===== src/rtl/axi_master_bridge_pkg.sv =====
// Shared encodings, FSM state types and the byte-select to AXI size helper
// for the cache-side to AXI4 master bridge.
package axi_master_bridge_pkg;

    localparam logic [1:0] BURST_INCR = 2'b01;

    localparam logic [2:0] SIZE_BYTE = 3'b000;
    localparam logic [2:0] SIZE_HALF = 3'b001;
    localparam logic [2:0] SIZE_WORD = 3'b010;

    localparam logic [1:0] RESP_OKAY = 2'b00;

    typedef enum logic [1:0] {
        R_IDLE,
        R_ADDR,
        R_DATA
    } r_state_e;

    typedef enum logic [1:0] {
        W_IDLE,
        W_ADDR,
        W_DATA,
        W_RESP
    } w_state_e;

    // Bursts are always word-wide; single beats narrow to the selected lanes.
    function automatic logic [2:0] sel_to_size(input logic [3:0] sel, input logic [3:0] len);
        logic [2:0] size;
        if (len != 4'd0) begin
            size = SIZE_WORD;
        end else begin
            case (sel)
                4'b0001, 4'b0010, 4'b0100, 4'b1000: size = SIZE_BYTE;
                4'b0011, 4'b1100:                   size = SIZE_HALF;
                default:                            size = SIZE_WORD;
            endcase
        end
        return size;
    endfunction

endpackage


===== src/rtl/axi_master_bridge_if.sv =====
// AXI4 AR/R/AW/W/B channel bundle between the bridge (master) and the
// interconnect or slave model (slave).
interface axi_master_bridge_if #(
    parameter int ID_W = 4
);

    logic [ID_W-1:0] arid;
    logic [31:0]     araddr;
    logic [7:0]      arlen;
    logic [2:0]      arsize;
    logic [1:0]      arburst;
    logic            arvalid;
    logic            arready;

    logic [ID_W-1:0] rid;
    logic [31:0]     rdata;
    logic [1:0]      rresp;
    logic            rlast;
    logic            rvalid;
    logic            rready;

    logic [ID_W-1:0] awid;
    logic [31:0]     awaddr;
    logic [7:0]      awlen;
    logic [2:0]      awsize;
    logic [1:0]      awburst;
    logic            awvalid;
    logic            awready;

    logic [ID_W-1:0] wid;
    logic [31:0]     wdata;
    logic [3:0]      wstrb;
    logic            wlast;
    logic            wvalid;
    logic            wready;

    logic [ID_W-1:0] bid;
    logic [1:0]      bresp;
    logic            bvalid;
    logic            bready;

    modport master (
        output arid, araddr, arlen, arsize, arburst, arvalid,
        input  arready,
        input  rid, rdata, rresp, rlast, rvalid,
        output rready,
        output awid, awaddr, awlen, awsize, awburst, awvalid,
        input  awready,
        output wid, wdata, wstrb, wlast, wvalid,
        input  wready,
        input  bid, bresp, bvalid,
        output bready
    );

    modport slave (
        input  arid, araddr, arlen, arsize, arburst, arvalid,
        output arready,
        output rid, rdata, rresp, rlast, rvalid,
        input  rready,
        input  awid, awaddr, awlen, awsize, awburst, awvalid,
        output awready,
        input  wid, wdata, wstrb, wlast, wvalid,
        output wready,
        output bid, bresp, bvalid,
        input  bready
    );

endinterface


===== src/rtl/axi_master_bridge_size_decode.sv =====
// Combinational byte-select + length to AXI transfer size; one instance per
// bridge path.
module axi_size_decode
    import axi_master_bridge_pkg::*;
(
    input  logic [3:0] sel_i,
    input  logic [3:0] len_i,
    output logic [2:0] size_o
);

    assign size_o = sel_to_size(sel_i, len_i);

endmodule


===== src/rtl/axi_master_bridge.sv =====
// Cache-side simple bus to AXI4 master bridge with independent read and write FSMs.
// Optional sticky response/ID error flag is enabled by defining AXI_BRIDGE_ERR_EN.
module axi_master_bridge
    import axi_master_bridge_pkg::*;
#(
    parameter int ID_W  = 4,
    parameter int RD_ID = 0,
    parameter int WR_ID = 1
) (
    input  logic                clk,
    input  logic                rst,

    input  logic                ce_i,

    input  logic                ren_i,
    input  logic [31:0]         raddr_i,
    input  logic [3:0]          rlen_i,
    input  logic [3:0]          rsel_i,
    output logic [31:0]         rdata_o,
    output logic                rdata_valid_o,

    input  logic                wen_i,
    input  logic [31:0]         waddr_i,
    input  logic [3:0]          wlen_i,
    input  logic [3:0]          wsel_i,
    input  logic [31:0]         wdata_i,
    output logic                wdata_resp_o,

    output logic                bus_err_o,

    axi_master_bridge_if.master axi
);

    localparam logic [ID_W-1:0] RD_ID_V = ID_W'(RD_ID);
    localparam logic [ID_W-1:0] WR_ID_V = ID_W'(WR_ID);

    r_state_e    r_state_q, r_state_d;
    logic [31:0] araddr_q, araddr_d;
    logic [3:0]  arlen_q, arlen_d;
    logic [2:0]  arsize_q, arsize_d;
    logic        arvalid_q, arvalid_d;
    logic        rready_q, rready_d;
    logic [2:0]  rsize_dec;
    logic        r_beat;

    w_state_e    w_state_q, w_state_d;
    logic [31:0] awaddr_q, awaddr_d;
    logic [3:0]  awlen_q, awlen_d;
    logic [2:0]  awsize_q, awsize_d;
    logic        awvalid_q, awvalid_d;
    logic        wvalid_q, wvalid_d;
    logic        bready_q, bready_d;
    logic [3:0]  beat_cnt_q, beat_cnt_d;
    logic [2:0]  wsize_dec;
    logic        w_last;
    logic        w_beat;
    logic        b_beat;

    axi_size_decode u_rsize (
        .sel_i  (rsel_i),
        .len_i  (rlen_i),
        .size_o (rsize_dec)
    );

    axi_size_decode u_wsize (
        .sel_i  (wsel_i),
        .len_i  (wlen_i),
        .size_o (wsize_dec)
    );

    assign r_beat = axi.rvalid & rready_q;

    always_comb begin
        r_state_d = r_state_q;
        araddr_d  = araddr_q;
        arlen_d   = arlen_q;
        arsize_d  = arsize_q;
        arvalid_d = arvalid_q;
        rready_d  = rready_q;
        case (r_state_q)
            R_IDLE: begin
                if (ce_i & ren_i) begin
                    r_state_d = R_ADDR;
                    araddr_d  = raddr_i;
                    arlen_d   = rlen_i;
                    arsize_d  = rsize_dec;
                    arvalid_d = 1'b1;
                end
            end
            R_ADDR: begin
                if (axi.arready) begin
                    r_state_d = R_DATA;
                    arvalid_d = 1'b0;
                    rready_d  = 1'b1;
                end
            end
            R_DATA: begin
                if (r_beat & axi.rlast) begin
                    r_state_d = R_IDLE;
                    rready_d  = 1'b0;
                end
            end
            default: begin
                r_state_d = R_IDLE;
                arvalid_d = 1'b0;
                rready_d  = 1'b0;
            end
        endcase
    end

    always_ff @(posedge clk) begin
        if (rst) begin
            r_state_q <= R_IDLE;
            araddr_q  <= '0;
            arlen_q   <= '0;
            arsize_q  <= '0;
            arvalid_q <= 1'b0;
            rready_q  <= 1'b0;
        end else begin
            r_state_q <= r_state_d;
            araddr_q  <= araddr_d;
            arlen_q   <= arlen_d;
            arsize_q  <= arsize_d;
            arvalid_q <= arvalid_d;
            rready_q  <= rready_d;
        end
    end

    assign axi.arid    = RD_ID_V;
    assign axi.araddr  = araddr_q;
    assign axi.arlen   = {4'b0000, arlen_q};
    assign axi.arsize  = arsize_q;
    assign axi.arburst = BURST_INCR;
    assign axi.arvalid = arvalid_q;
    assign axi.rready  = rready_q;

    assign rdata_o       = axi.rdata;
    assign rdata_valid_o = r_beat;

    // wlast is qualified by wvalid so the idle bus never shows a stray last flag.
    assign w_last = wvalid_q & (beat_cnt_q == awlen_q);
    assign w_beat = wvalid_q & axi.wready;
    assign b_beat = bready_q & axi.bvalid;

    always_comb begin
        w_state_d  = w_state_q;
        awaddr_d   = awaddr_q;
        awlen_d    = awlen_q;
        awsize_d   = awsize_q;
        awvalid_d  = awvalid_q;
        wvalid_d   = wvalid_q;
        bready_d   = bready_q;
        beat_cnt_d = beat_cnt_q;
        case (w_state_q)
            W_IDLE: begin
                if (ce_i & wen_i) begin
                    w_state_d = W_ADDR;
                    awaddr_d  = waddr_i;
                    awlen_d   = wlen_i;
                    awsize_d  = wsize_dec;
                    awvalid_d = 1'b1;
                end
            end
            W_ADDR: begin
                if (axi.awready) begin
                    w_state_d  = W_DATA;
                    awvalid_d  = 1'b0;
                    wvalid_d   = 1'b1;
                    beat_cnt_d = 4'd0;
                end
            end
            W_DATA: begin
                if (w_beat) begin
                    if (w_last) begin
                        w_state_d  = W_RESP;
                        wvalid_d   = 1'b0;
                        bready_d   = 1'b1;
                        beat_cnt_d = 4'd0;
                    end else begin
                        beat_cnt_d = beat_cnt_q + 4'd1;
                    end
                end
            end
            W_RESP: begin
                if (axi.bvalid) begin
                    w_state_d = W_IDLE;
                    bready_d  = 1'b0;
                end
            end
            default: begin
                w_state_d = W_IDLE;
                awvalid_d = 1'b0;
                wvalid_d  = 1'b0;
                bready_d  = 1'b0;
            end
        endcase
    end

    always_ff @(posedge clk) begin
        if (rst) begin
            w_state_q  <= W_IDLE;
            awaddr_q   <= '0;
            awlen_q    <= '0;
            awsize_q   <= '0;
            awvalid_q  <= 1'b0;
            wvalid_q   <= 1'b0;
            bready_q   <= 1'b0;
            beat_cnt_q <= '0;
        end else begin
            w_state_q  <= w_state_d;
            awaddr_q   <= awaddr_d;
            awlen_q    <= awlen_d;
            awsize_q   <= awsize_d;
            awvalid_q  <= awvalid_d;
            wvalid_q   <= wvalid_d;
            bready_q   <= bready_d;
            beat_cnt_q <= beat_cnt_d;
        end
    end

    assign axi.awid    = WR_ID_V;
    assign axi.awaddr  = awaddr_q;
    assign axi.awlen   = {4'b0000, awlen_q};
    assign axi.awsize  = awsize_q;
    assign axi.awburst = BURST_INCR;
    assign axi.awvalid = awvalid_q;
    assign axi.wid     = WR_ID_V;
    assign axi.wdata   = wdata_i;
    assign axi.wstrb   = wsel_i;
    assign axi.wlast   = w_last;
    assign axi.wvalid  = wvalid_q;
    assign axi.bready  = bready_q;

    // The final beat of a burst reports progress on B, not on its W handshake.
    assign wdata_resp_o = (w_beat & ~w_last) | b_beat;

`ifdef AXI_BRIDGE_ERR_EN
    logic bus_err_q, bus_err_d;
    logic r_err, b_err;

    assign r_err     = r_beat & ((axi.rresp != RESP_OKAY) | (axi.rid != RD_ID_V));
    assign b_err     = b_beat & ((axi.bresp != RESP_OKAY) | (axi.bid != WR_ID_V));
    assign bus_err_d = bus_err_q | r_err | b_err;

    always_ff @(posedge clk) begin
        if (rst) begin
            bus_err_q <= 1'b0;
        end else begin
            bus_err_q <= bus_err_d;
        end
    end

    assign bus_err_o = bus_err_q;
`else
    logic unused_err_inputs;

    assign unused_err_inputs = ^{axi.rresp, axi.rid, axi.bresp, axi.bid};
    assign bus_err_o         = 1'b0;
`endif

endmodule

===== src/flat_wrapper.sv =====
// flat-port wrapper written by rule: the top's interface ports become plain ports
module axi_master_bridge_flat import axi_master_bridge_pkg::*;
#(
    parameter int ID_W  = 4,
    parameter int RD_ID = 0,
    parameter int WR_ID = 1
)
  (clk, rst, ce_i, ren_i, raddr_i, rlen_i, rsel_i, rdata_o, rdata_valid_o, wen_i, waddr_i, wlen_i, wsel_i, wdata_i, wdata_resp_o, bus_err_o, axi_arid, axi_araddr, axi_arlen, axi_arsize, axi_arburst, axi_arvalid, axi_arready, axi_rid, axi_rdata, axi_rresp, axi_rlast, axi_rvalid, axi_rready, axi_awid, axi_awaddr, axi_awlen, axi_awsize, axi_awburst, axi_awvalid, axi_awready, axi_wid, axi_wdata, axi_wstrb, axi_wlast, axi_wvalid, axi_wready, axi_bid, axi_bresp, axi_bvalid, axi_bready);
  axi_master_bridge_if #(.ID_W(ID_W)) axi_i ();
  input  logic clk;
  input  logic rst;
  input  logic ce_i;
  input  logic ren_i;
  input  logic [31:0] raddr_i;
  input  logic [3:0] rlen_i;
  input  logic [3:0] rsel_i;
  output logic [31:0] rdata_o;
  output logic rdata_valid_o;
  input  logic wen_i;
  input  logic [31:0] waddr_i;
  input  logic [3:0] wlen_i;
  input  logic [3:0] wsel_i;
  input  logic [31:0] wdata_i;
  output logic wdata_resp_o;
  output logic bus_err_o;
  output wire logic [$bits(axi_i.arid)-1:0] axi_arid;
  output wire logic [$bits(axi_i.araddr)-1:0] axi_araddr;
  output wire logic [$bits(axi_i.arlen)-1:0] axi_arlen;
  output wire logic [$bits(axi_i.arsize)-1:0] axi_arsize;
  output wire logic [$bits(axi_i.arburst)-1:0] axi_arburst;
  output wire logic [$bits(axi_i.arvalid)-1:0] axi_arvalid;
  input wire logic [$bits(axi_i.arready)-1:0] axi_arready;
  input wire logic [$bits(axi_i.rid)-1:0] axi_rid;
  input wire logic [$bits(axi_i.rdata)-1:0] axi_rdata;
  input wire logic [$bits(axi_i.rresp)-1:0] axi_rresp;
  input wire logic [$bits(axi_i.rlast)-1:0] axi_rlast;
  input wire logic [$bits(axi_i.rvalid)-1:0] axi_rvalid;
  output wire logic [$bits(axi_i.rready)-1:0] axi_rready;
  output wire logic [$bits(axi_i.awid)-1:0] axi_awid;
  output wire logic [$bits(axi_i.awaddr)-1:0] axi_awaddr;
  output wire logic [$bits(axi_i.awlen)-1:0] axi_awlen;
  output wire logic [$bits(axi_i.awsize)-1:0] axi_awsize;
  output wire logic [$bits(axi_i.awburst)-1:0] axi_awburst;
  output wire logic [$bits(axi_i.awvalid)-1:0] axi_awvalid;
  input wire logic [$bits(axi_i.awready)-1:0] axi_awready;
  output wire logic [$bits(axi_i.wid)-1:0] axi_wid;
  output wire logic [$bits(axi_i.wdata)-1:0] axi_wdata;
  output wire logic [$bits(axi_i.wstrb)-1:0] axi_wstrb;
  output wire logic [$bits(axi_i.wlast)-1:0] axi_wlast;
  output wire logic [$bits(axi_i.wvalid)-1:0] axi_wvalid;
  input wire logic [$bits(axi_i.wready)-1:0] axi_wready;
  input wire logic [$bits(axi_i.bid)-1:0] axi_bid;
  input wire logic [$bits(axi_i.bresp)-1:0] axi_bresp;
  input wire logic [$bits(axi_i.bvalid)-1:0] axi_bvalid;
  output wire logic [$bits(axi_i.bready)-1:0] axi_bready;
  assign axi_arid = axi_i.arid;
  assign axi_araddr = axi_i.araddr;
  assign axi_arlen = axi_i.arlen;
  assign axi_arsize = axi_i.arsize;
  assign axi_arburst = axi_i.arburst;
  assign axi_arvalid = axi_i.arvalid;
  assign axi_i.arready = axi_arready;
  assign axi_i.rid = axi_rid;
  assign axi_i.rdata = axi_rdata;
  assign axi_i.rresp = axi_rresp;
  assign axi_i.rlast = axi_rlast;
  assign axi_i.rvalid = axi_rvalid;
  assign axi_rready = axi_i.rready;
  assign axi_awid = axi_i.awid;
  assign axi_awaddr = axi_i.awaddr;
  assign axi_awlen = axi_i.awlen;
  assign axi_awsize = axi_i.awsize;
  assign axi_awburst = axi_i.awburst;
  assign axi_awvalid = axi_i.awvalid;
  assign axi_i.awready = axi_awready;
  assign axi_wid = axi_i.wid;
  assign axi_wdata = axi_i.wdata;
  assign axi_wstrb = axi_i.wstrb;
  assign axi_wlast = axi_i.wlast;
  assign axi_wvalid = axi_i.wvalid;
  assign axi_i.wready = axi_wready;
  assign axi_i.bid = axi_bid;
  assign axi_i.bresp = axi_bresp;
  assign axi_i.bvalid = axi_bvalid;
  assign axi_bready = axi_i.bready;
  axi_master_bridge #(.ID_W(ID_W), .RD_ID(RD_ID), .WR_ID(WR_ID)) u_core (.clk(clk), .rst(rst), .ce_i(ce_i), .ren_i(ren_i), .raddr_i(raddr_i), .rlen_i(rlen_i), .rsel_i(rsel_i), .rdata_o(rdata_o), .rdata_valid_o(rdata_valid_o), .wen_i(wen_i), .waddr_i(waddr_i), .wlen_i(wlen_i), .wsel_i(wsel_i), .wdata_i(wdata_i), .wdata_resp_o(wdata_resp_o), .bus_err_o(bus_err_o), .axi(axi_i));
endmodule

===== config.mk =====
export PLATFORM = sky130hd
export DESIGN_NAME = axi_master_bridge_flat
export DESIGN_NICKNAME = d
export VERILOG_FILES = /design/src/rtl/axi_master_bridge_pkg.sv /design/src/rtl/axi_master_bridge_if.sv /design/src/rtl/axi_master_bridge_size_decode.sv /design/src/rtl/axi_master_bridge.sv /design/src/flat_wrapper.sv
export SDC_FILE = /design/constraint.sdc
export NUM_CORES = 1
export LEC_CHECK = 0
export BUFFER_PORTS_ARGS = -buffer_cell sky130_fd_sc_hd__clkbuf_2
export CORE_AREA = 8 8 128 130
export CTS_BUF_LIST = sky130_fd_sc_hd__clkbuf_4 sky130_fd_sc_hd__clkbuf_8 sky130_fd_sc_hd__clkbuf_16
export DETAILED_ROUTE_END_ITERATION = 16
export DIE_AREA = 0 0 136 138
export PLACE_DENSITY = 0.67
export SYNTH_ARGS = -nofsm -noshare
export SYNTH_HDL_FRONTEND = slang
export SYNTH_SLANG_ARGS = --single-unit

===== constraint.sdc =====
create_clock -name clk -period 1.6 [get_ports clk]
set_input_delay 0.48 -clock clk [delete_from_list [all_inputs] [get_ports clk]]
set_output_delay 0.48 -clock clk [all_outputs]
set_load 0.05 [all_outputs]

==> flow_summary.yaml, run 1 <==
clock_tree:
  cts_buffers: 9
  htreeDepth: 3
  clock_sinks: 89
  clkLatencyLatePin_ns: 0.34
  cts_tree: "yes"
  ctsLongestPathBuffers: 2
  cts_root_buf: "clkbuf_16"
  clk_pin_slew_worst_paths_ns: 0.07
outcome:
  status: "complete, but fails checks"
  violations: "setup timing"
floorplanning:
  die_w_um: 136
  start_util_pct: 29.7
  fp.dieArea_sq_um: 18800
  die_height_um: 138
  rows: 44
  coreArea_sq_um: 14300
  io_pins: 346
critical_path:
  r2r_setup_slack_ns: -0.04
  critPathKind: "reg2out"
  rr_worst_depth: 6
  arrival_ns: 1.39
  crit_chain: "xnor2_2 > nand3_2 > nor2_4 > buf_6 > buf_12"
  cp_slowest_cell: "dfxtp_2"
  cp_slowest_stage_delay_ns: 0.33
  cp-start-kind: "flop"
  critPathRequiredTime_ns: 1.12
  worstSetupEndpointType: "output port"
  worstPathMaxFanout: 3
route:
  finalWirelength_mm: 12.7
  via_count: 3780
  remaining_drc_errors: 0
  dr.pass1.iters: 4
  avgRoutedWirePerCell_um: 14.8
  drt_iter0_markers: 224
  ant_nets: 0
  viasPerCell: 4.42
finish:
  final_cell_mix: "clkbuf_2 (173), nand2_1 (155), a21oi_1 (85)"
  final_cells: 855
  drive_gt1_share_pct: 38.9
  final_common_cell: "clkbuf_2"
  syn_to_final_growth_pct: 27.4
  fillers: 1534
  final_area_sq_um: 5420
  antennaDiodeCount: 0
  final_core_util_pct: 37.8
  layout.nets: 838
logic_synthesis:
  syn_area_sq_um: 4250
  synth_seq_area_share_pct: 41.9
  synth.avg_cell_area_sq_um: 7.84
  synth-warning-count: 0
  synthCells: 542
  synth-seq-cells: 89
  synth.distinct_cells: 39
global_route:
  grt_max_degree: 48
  antenna_found_initial: 1
  grt_pass1_wl_mm: 19.7
  grt.overflow.total: 0
  grt_pass1_vias: 3795
  track_usage_pct: 13.2
job:
  cap_violations: 0
power:
  p_leak_nw: 2.43
  powerDensity_nw_per_um2: 1290
  total_power_mw: 7.01
  ir_drop_mv: 0.735
timing:
  tns_ns: -0.546
  final_max_slew_viol_count: 0
  finClkSkew_ns: 0.00596
  finalCritPeriodShare_pct: 117
  hold_viol: 0
  rsz0062_at_grt: "yes"
  hold_ws_ns: 0.355
  max_clock_freq_mhz: 535
  setup_slack_ns: -0.269
  post-route-min-period_ns: 1.87
  setup-violations-final: 3
hold_path:
  worstHoldPathType: "in2reg"
  hold-path-cell-count: 3
placed_design:
  placed_area_sq_um: 4960
  dpl_worst_slack_ns: -0.0907
  port_buffers: 178
  hpwl_mm: 9.61
  gp_congestion: 0.765
  placed_cells: 834
flip-flops by register name, indices dropped and copies added, names as in the netlist, 4 cells and up:
signal,cells
u_core.awlen_q,4
u_core.arlen_q,4
u_core.beat_cnt_q,4
u_core.axi.awaddr,32
u_core.axi.araddr,32
Yosys cell counts:
| master | number | area, sq um |
|---|---|---|
| ha_1 | 5 | 62.6 |
| a31oi_1 | 3 | 18.8 |
| o311ai_1 | 1 | 8.76 |
| nand4bb_1 | 2 | 22.5 |
| or4_1 | 2 | 15.0 |
| nand3_1 | 6 | 30.0 |
| o2111ai_1 | 6 | 52.6 |
| nor2b_1 | 2 | 12.5 |
| a21boi_2 | 1 | 11.3 |
| xor2_1 | 2 | 17.5 |
| o311a_1 | 1 | 10.0 |
| o21ai_0 | 6 | 30.0 |
| dfxtp_1 | 89 | 1780 |
| a21boi_1 | 1 | 7.51 |
| and3_1 | 6 | 37.5 |
| o41ai_1 | 1 | 8.76 |
| or3_1 | 1 | 6.26 |
| o21ai_1 | 2 | 10.0 |
| buf_2 | 12 | 60.1 |
| mux2i_1 | 3 | 30.0 |
| o21bai_1 | 1 | 7.51 |
| buf_1 | 5 | 18.8 |
| nand2_1 | 156 | 586 |
| a311o_1 | 1 | 10.0 |
| a2111oi_4 | 1 | 27.5 |
| buf_6 | 1 | 11.3 |
| or2_2 | 1 | 6.26 |
| xnor2_1 | 4 | 35.0 |
| a21oi_1 | 85 | 425 |
| nor2_1 | 12 | 45.0 |
| nor3_4 | 1 | 16.3 |
| o211ai_1 | 1 | 7.51 |
| conb_1 | 2 | 7.51 |
| nand3b_1 | 1 | 7.51 |
| and2_1 | 1 | 6.26 |
| buf_4 | 95 | 713 |
| inv_1 | 11 | 41.3 |
| o31ai_1 | 1 | 7.51 |
| clkbuf_1 | 10 | 37.5 |
critical path, delay by kind of cell (launching register included):
family	cells	cell delay [ns]
DFF	1	0.33
and+or+nand+nor	2	0.30
xor gates and xnor gates	1	0.17
buffers and inverters	2	0.24
metal layers:
metal | GRT usage [%] | wire (um)
met3 | 4.53 | 1040
met5 | 0 | 11
met1 | 13.7 | 4810
met4 | 8.04 | 602
met2 | 22.2 | 6220
worst paths after layout:
check / start / end
max: u_core.beat_cnt_q[3] / axi_wlast
min: raddr_i[26] / u_core.axi.araddr[26]
max reg2reg: u_core.w_state_q[0] / u_core.w_state_q[1]
min reg2reg: u_core.axi.awaddr[31] / u_core.axi.awaddr[31]
power by group:
| part | internal, mW | leakage [nW] | total (mW) | switching, mW |
|---|---|---|---|---|
| combinational | 0.814 | 1.56 | 2.44 | 1.63 |
| clock | 1.12 | 0.136 | 2.03 | 0.907 |
| sequential | 2.42 | 0.732 | 2.54 | 0.117 |
| total | 4.36 | 2.43 | 7.01 | 2.65 |
logic make-up (layout without fill, tap and decap cells):
group	after synthesis	after routing	share of synthesized area [%]
AOI/OAI and AO/OA	112	112	15.1
xor gates and xnor gates	6	6	1.24
adders and majority gates	5	5	1.47
buffers and inverters	134	238	20.8
DFF	89	89	41.9
muxes	3	3	0.707
other	2	27	0.177
and+or+nand+nor	191	191	18.6
final cells by class:
class | count | area, sq um | area share, %
tap | 184 | 230 | 4.25
sequential | 89 | 1810 | 33.4
multi-input combinational | 344 | 1810 | 33.4
clock inverter | 5 | 38.8 | 0.716
timing repair buffer | 211 | 1240 | 22.9
clock buffer | 11 | 246 | 4.55
inverter | 11 | 41.3 | 0.762
timing repair:
action,in CTS,in global routing
buffers inserted,7,0
endpoints found under the setup margin,5,12
hold buffers,0,0
gates resized for setup,25,10
pin swaps,9,3
endpoints found under the hold margin,0,0
Power figures use the tool's default switching activity.
==> inputs of run 2 (changes only) <==
--- a/config.mk
+++ b/config.mk
@@ -6,11 +6,10 @@
 export NUM_CORES = 1
 export LEC_CHECK = 0
 export BUFFER_PORTS_ARGS = -buffer_cell sky130_fd_sc_hd__clkbuf_2
-export CORE_AREA = 8 8 128 130
+export CORE_AREA = 8 8 127 129
 export CTS_BUF_LIST = sky130_fd_sc_hd__clkbuf_4 sky130_fd_sc_hd__clkbuf_8 sky130_fd_sc_hd__clkbuf_16
 export DETAILED_ROUTE_END_ITERATION = 16
-export DIE_AREA = 0 0 136 138
-export PLACE_DENSITY = 0.67
+export DIE_AREA = 0 0 135 137
 export SYNTH_ARGS = -nofsm -noshare
 export SYNTH_HDL_FRONTEND = slang
 export SYNTH_SLANG_ARGS = --single-unit
==> constraint.sdc (replaced) <==
create_clock -name clk -period 1.88 [get_ports clk]
set_input_delay 0.564 -clock clk [delete_from_list [all_inputs] [get_ports clk]]
set_output_delay 0.564 -clock clk [all_outputs]
set_load 0.05 [all_outputs]
==> flow_summary.yaml, run 2 (synthesis results as in run 1) <==
outcome:
  status: "complete, but fails checks"
  violations: "setup timing"
placed_design:
  hpwl_mm: 9.40
  dpl_worst_slack_ns: 0.103
  gp_congestion: 0.734
  port_buffers: 178
hold_path:
  worstHoldPathType: "in2reg"
  hp-start: "waddr_i[20]"
power:
  powerDensity_nw_per_um2: 1130
  p_leak_nw: 2.36
  total_power_mw: 5.93
  ir_drop_mv: 0.505
route:
  dr.pass1.iters: 4
  routed.top_layer: "met4"
  finalWirelength_mm: 12.3
  drt_iter0_markers: 124
  ant_nets: 0
  routed-wl-met2_mm: 6.02
  remaining_drc_errors: 0
  viasPerCell: 4.45
  wl_met1_mm: 4.80
  met3WireLength_mm: 1.28
  avgRoutedWirePerCell_um: 14.7
  via_count: 3744
floorplanning:
  io_pins: 346
  die_height_um: 137
  coreArea_sq_um: 14200
  rows: 44
  die_w_um: 135
  fp.dieArea_sq_um: 18500
  start_util_pct: 29.9
clock_tree:
  cts_buffers: 9
  clock_sinks: 89
  ctsHoldBuffers: 0
  htreeDepth: 3
  cts_root_buf: "clkbuf_16"
  cts_tree: "yes"
  clkLatencyLatePin_ns: 0.34
  clk_pin_slew_worst_paths_ns: 0.07
  ctsLongestPathBuffers: 2
global_route:
  grt_max_degree: 38
  track_usage_pct: 13.0
  grt_pass1_wl_mm: 18.9
  antenna_found_initial: 0
  grt.overflow.total: 0
  grt_pass1_vias: 3674
finish:
  final_cell_mix: "clkbuf_2 (175), nand2_1 (156), a21oi_1 (85)"
  antennaDiodeCount: 0
  syn_to_final_growth_pct: 23.2
  layout.nets: 824
  final_common_cell: "clkbuf_2"
  fillers: 1553
  drive_gt1_share_pct: 35.6
critical_path:
  worstSetupEndpointType: "output port"
  cp-start-kind: "flop"
  crit_chain: "xnor2_2 > nand3_2 > nor2_4 > buf_6 > buf_12"
  cp_slowest_stage_delay_ns: 0.36
  worstPathMaxFanout: 3
  critPathKind: "reg2out"
  cp_slowest_cell: "dfxtp_4"
  arrival_ns: 1.41
  reg2reg_from: "u_core.w_state_q[1]"
  critPathRequiredTime_ns: 1.32
  crit_start: "u_core.awlen_q[0]"
timing:
  rsz0062_at_grt: "yes"
  setup-violations-final: 2
  hold_viol: 0
  post-route-min-period_ns: 1.98
  setup_slack_ns: -0.0967
  hold_ws_ns: 0.432
  finClkSkew_ns: 0.00370
  final_max_slew_viol_count: 0
  finalCritPeriodShare_pct: 105
  max_clock_freq_mhz: 506
job:
  cap_violations: 0
[run 2: worst paths after layout]
path,endpoint,slack [ns],cells past startpoint
setup / recovery,axi_wlast,-0.1,5
hold / removal,u_core.axi.awaddr[20],0.43,3
setup reg to reg,u_core.w_state_q[1],0.10,6
hold reg to reg,u_core.axi.arsize[0],0.45,2
[run 2: where the power goes]
group	switching (mW)	leakage [nW]	internal, mW
Sequential	0.111	0.732	2.06
Clock	0.817	0.153	1.06
Combinational	1.32	1.47	0.565
Total	2.25	2.36	3.68
[run 2: stage by stage]
| step | setup TNS (ns) | cell area, sq um | util [%] | instances |
|---|---|---|---|---|
| floorplan | -0.0274 | 4380 | - | 567 |
| global placement | 0 | 4830 | 34.0 | 820 |
| detailed placement | 0 | 4830 | 34.0 | 820 |
| CTS | -0.168 | 5220 | 36.8 | 840 |
| global route | -0.292 | 5240 | 36.9 | 841 |
| finish | -0.154 | 5240 | 36.9 | 841 |
[run 2: what timing repair did]
action	in CTS	in global routing
setup endpoints to repair	2	3
gates resized for setup	12	3
setup buffers	4	1
pin swaps	4	4
[run 2: area by class of cell]
type | instances | area [sq um] | share of cell area, %
clock inverter | 7 | 85.1 | 1.63
timing repair buffer | 197 | 1110 | 21.2
inverter | 11 | 41.3 | 0.789
tap | 184 | 230 | 4.40
clock buffer | 9 | 225 | 4.30
multi-input combinational | 344 | 1730 | 33.1
sequential | 89 | 1810 | 34.6
[run 2: per-layer routing]
metal | GRT usage, % | up-vias
met4 | 6.97 | 0
met2 | 21.6 | 155
met3 | 5.69 | 34
met1 | 13.6 | 1688
met5 | 0 | -
li1 | - | 1867
[run 2: worst max-delay path, delay by kind of cell (launching register included)]
family                    cells  cell delay, ns
DFF                           1            0.36
and+or+nand+nor               2            0.29
buffers and inverters         2            0.26
xor gates and xnor gates      1            0.15
==> inputs of run 3 (changes only) <==
--- a/config.mk
+++ b/config.mk
@@ -8,8 +8,12 @@
 export BUFFER_PORTS_ARGS = -buffer_cell sky130_fd_sc_hd__clkbuf_2
 export CORE_AREA = 8 8 127 129
 export CTS_BUF_LIST = sky130_fd_sc_hd__clkbuf_4 sky130_fd_sc_hd__clkbuf_8 sky130_fd_sc_hd__clkbuf_16
+export CTS_CLUSTER_DIAMETER = 120
 export DETAILED_ROUTE_END_ITERATION = 16
 export DIE_AREA = 0 0 135 137
+export PLACE_DENSITY = 0.65
+export SLEW_MARGIN = 20
 export SYNTH_ARGS = -nofsm -noshare
 export SYNTH_HDL_FRONTEND = slang
+export SYNTH_HIERARCHICAL = 1
 export SYNTH_SLANG_ARGS = --single-unit
==> flow_summary.yaml, run 3 <==
global_route:
  track_usage_pct: 12.2
  antenna_found_initial: 0
  grt_max_degree: 42
  grt_pass1_vias: 3619
  grt_pass1_wl_mm: 17.8
  grt.overflow.total: 0
finish:
  final_cell_mix: "clkbuf_2 (177), nand2_1 (169), a21oi_1 (85)"
  drive_gt1_share_pct: 34.9
  antennaDiodeCount: 0
  final_cells: 848
  fillers: 1540
  final_core_util_pct: 36.9
  layout.nets: 832
  final_area_sq_um: 5240
  syn_to_final_growth_pct: 22.3
  final_common_cell: "clkbuf_2"
critical_path:
  worstSetupEndpointType: "output port"
  crit_chain: "xnor2_2 > nand4_1 > nor2_4 > o21ai_4 > buf_8"
  r2r_setup_slack_ns: 0.07
  rr_worst_depth: 6
  crit_family: "simple AND/OR/NAND/NOR gates"
  critPathKind: "reg2out"
  worstPathMaxFanout: 2
  cp_slowest_stage_delay_ns: 0.35
  reg2reg_from: "u_core/w_state_q[1]"
  cp_slowest_cell: "dfxtp_4"
  critPathRequiredTime_ns: 1.32
  cp-start-kind: "flop"
  timing.rr.end: "u_core/w_state_q[1]"
  arrival_ns: 1.41
  path_buf_inv: 1
logic_synthesis:
  synth_top_area_share_pct: 42.5
  synth_ff_type: "dfxtp_1"
  async_flop_share_pct: 0
  synthCells: 550
  synth_edf_count: 0
  syn_area_sq_um: 4290
  synth.avg_cell_area_sq_um: 7.79
  synth_seq_area_share_pct: 42.5
  yosysMostFrequentCell: "nand2_1"
  yosys.area.top_type: "dfxtp_1"
  synth-seq-cells: 91
  yosys-top-cells-area: "dfxtp_1 (43%), buf_4 (17%), nand2_1 (15%)"
  synth.distinct_cells: 36
  synth-warning-count: 6
  synth.top_cells.by_count: "nand2_1 (169), buf_4 (95), dfxtp_1 (91)"
timing:
  setup-violations-final: 2
  tns_ns: -0.173
  max_clock_freq_mhz: 507
  hold_viol: 0
  final_max_slew_viol_count: 0
  rsz0062_at_grt: "yes"
  post-route-min-period_ns: 1.97
  finClkSkew_ns: 0.00594
  setup_slack_ns: -0.0937
  finalCritPeriodShare_pct: 105
clock_tree:
  ctsLongestPathBuffers: 2
  cts_buffers: 9
  cts_tree: "yes"
  cts_root_buf: "clkbuf_16"
  htreeDepth: 3
  ctsHoldBuffers: 0
  clk_pin_slew_worst_paths_ns: 0.07
  clkLatencyLatePin_ns: 0.33
  clock_sinks: 91
outcome:
  status: "complete, but fails checks"
  violations: "setup timing"
floorplanning:
  io_pins: 346
  die_w_um: 135
  coreArea_sq_um: 14200
  fp.dieArea_sq_um: 18500
  rows: 44
  start_util_pct: 30.2
  die_height_um: 137
placed_design:
  hpwl_mm: 9.08
  placed_cells: 830
  placed_area_sq_um: 4880
  gp_congestion: 0.746
  port_buffers: 180
route:
  via_count: 3730
  remaining_drc_errors: 0
  ant_nets: 0
  drt_iter0_markers: 181
  dr.pass1.iters: 4
  avgRoutedWirePerCell_um: 13.9
  viasPerCell: 4.40
  finalWirelength_mm: 11.8
job:
  cap_violations: 0
hold_path:
  min_to: "u_core/axi.araddr[6]"
  hp-start: "raddr_i[6]"
  worstHoldPathType: "in2reg"
  hold-path-cell-count: 3
power:
  powerDensity_nw_per_um2: 1120
  ir_drop_mv: 0.413
  p_leak_nw: 2.36
==> run 3: power breakdown <==
part           switching [mW]  internal, mW
Combinational            1.36         0.556
Sequential              0.104          2.11
Clock                   0.780         0.987
==> run 3: tightest hold or removal path, delay by kind of cell <==
| family | cells | cell delay [ns] |
|---|---|---|
| AOI/OAI and AO/OA | 1 | 0.05 |
| buffers and inverters | 1 | 0.08 |
| and+or+nand+nor | 1 | 0.04 |
==> run 3: worst max path at each step <==
stage | start | end | cells past startpoint
final | u_core/beat_cnt_q[3] | wdata_resp_o | 5
after global placement | axi_wready | wdata_resp_o | 4
after global routing | u_core/beat_cnt_q[3] | wdata_resp_o | 5
after floorplan | u_core/awlen_q[3] | wdata_resp_o | 5
after CTS | u_core/beat_cnt_q[1] | wdata_resp_o | 5
after detailed placement | u_core/w_state_q[1] | u_core/w_state_q[1] | 6
==> run 3: layout make-up <==
cell class,count,area (sq um),share of cell area [%]
clock buffers,10,250,4.78
clock inverters,6,43.8,0.836
inverters,8,30.0,0.573
multi-input cells,351,1740,33.1
flip-flops and latches,91,1840,35.2
well taps,184,230,4.39
repair buffers,198,1100,21.1
==> run 3: per-stage QoR <==
stage          hold slack (ns)  setup slack, ns  power (mW)
2_1_floorplan            0.460          -0.0674        4.04
3_3_place_gp             0.441            0.105        4.15
3_5_place_dp             0.446           0.0624        4.16
4_1_cts                  0.415           -0.124        6.01
5_1_grt                  0.425           -0.217        6.23
6_report                 0.441          -0.0937        5.89
==> run 3: metal layers <==
metal | GRT usage [%] | vias to the layer above | share of wire (%)
met5 | 0 | - | 0
met4 | 6.54 | 0 | 3.4
met3 | 5.95 | 38 | 11
met2 | 20.1 | 153 | 48
met1 | 12.5 | 1661 | 38
li1 | - | 1878 | -
==> run 3: cells by family (layout without fill, tap and decap cells) <==
| group | after synthesis | in the layout | synth area share (%) |
|---|---|---|---|
| AO/OA/AOI/OAI | 110 | 110 | 14.4 |
| XOR/XNOR | 6 | 6 | 1.23 |
| adder cells (fa/ha/maj) | 6 | 6 | 1.75 |
| buffers and inverters | 131 | 222 | 19.9 |
| flip-flops | 91 | 91 | 42.5 |
| multiplexers | 1 | 1 | 0.234 |
| other | 4 | 27 | 0.350 |
| AND/OR/NAND/NOR | 201 | 201 | 19.6 |
==> run 3: repair_timing <==
action                     4_1_cts  5_1_grt
resized for setup               10        2
setup buffers                    1        1
pin swaps                        2        3
setup endpoints to repair        2        2
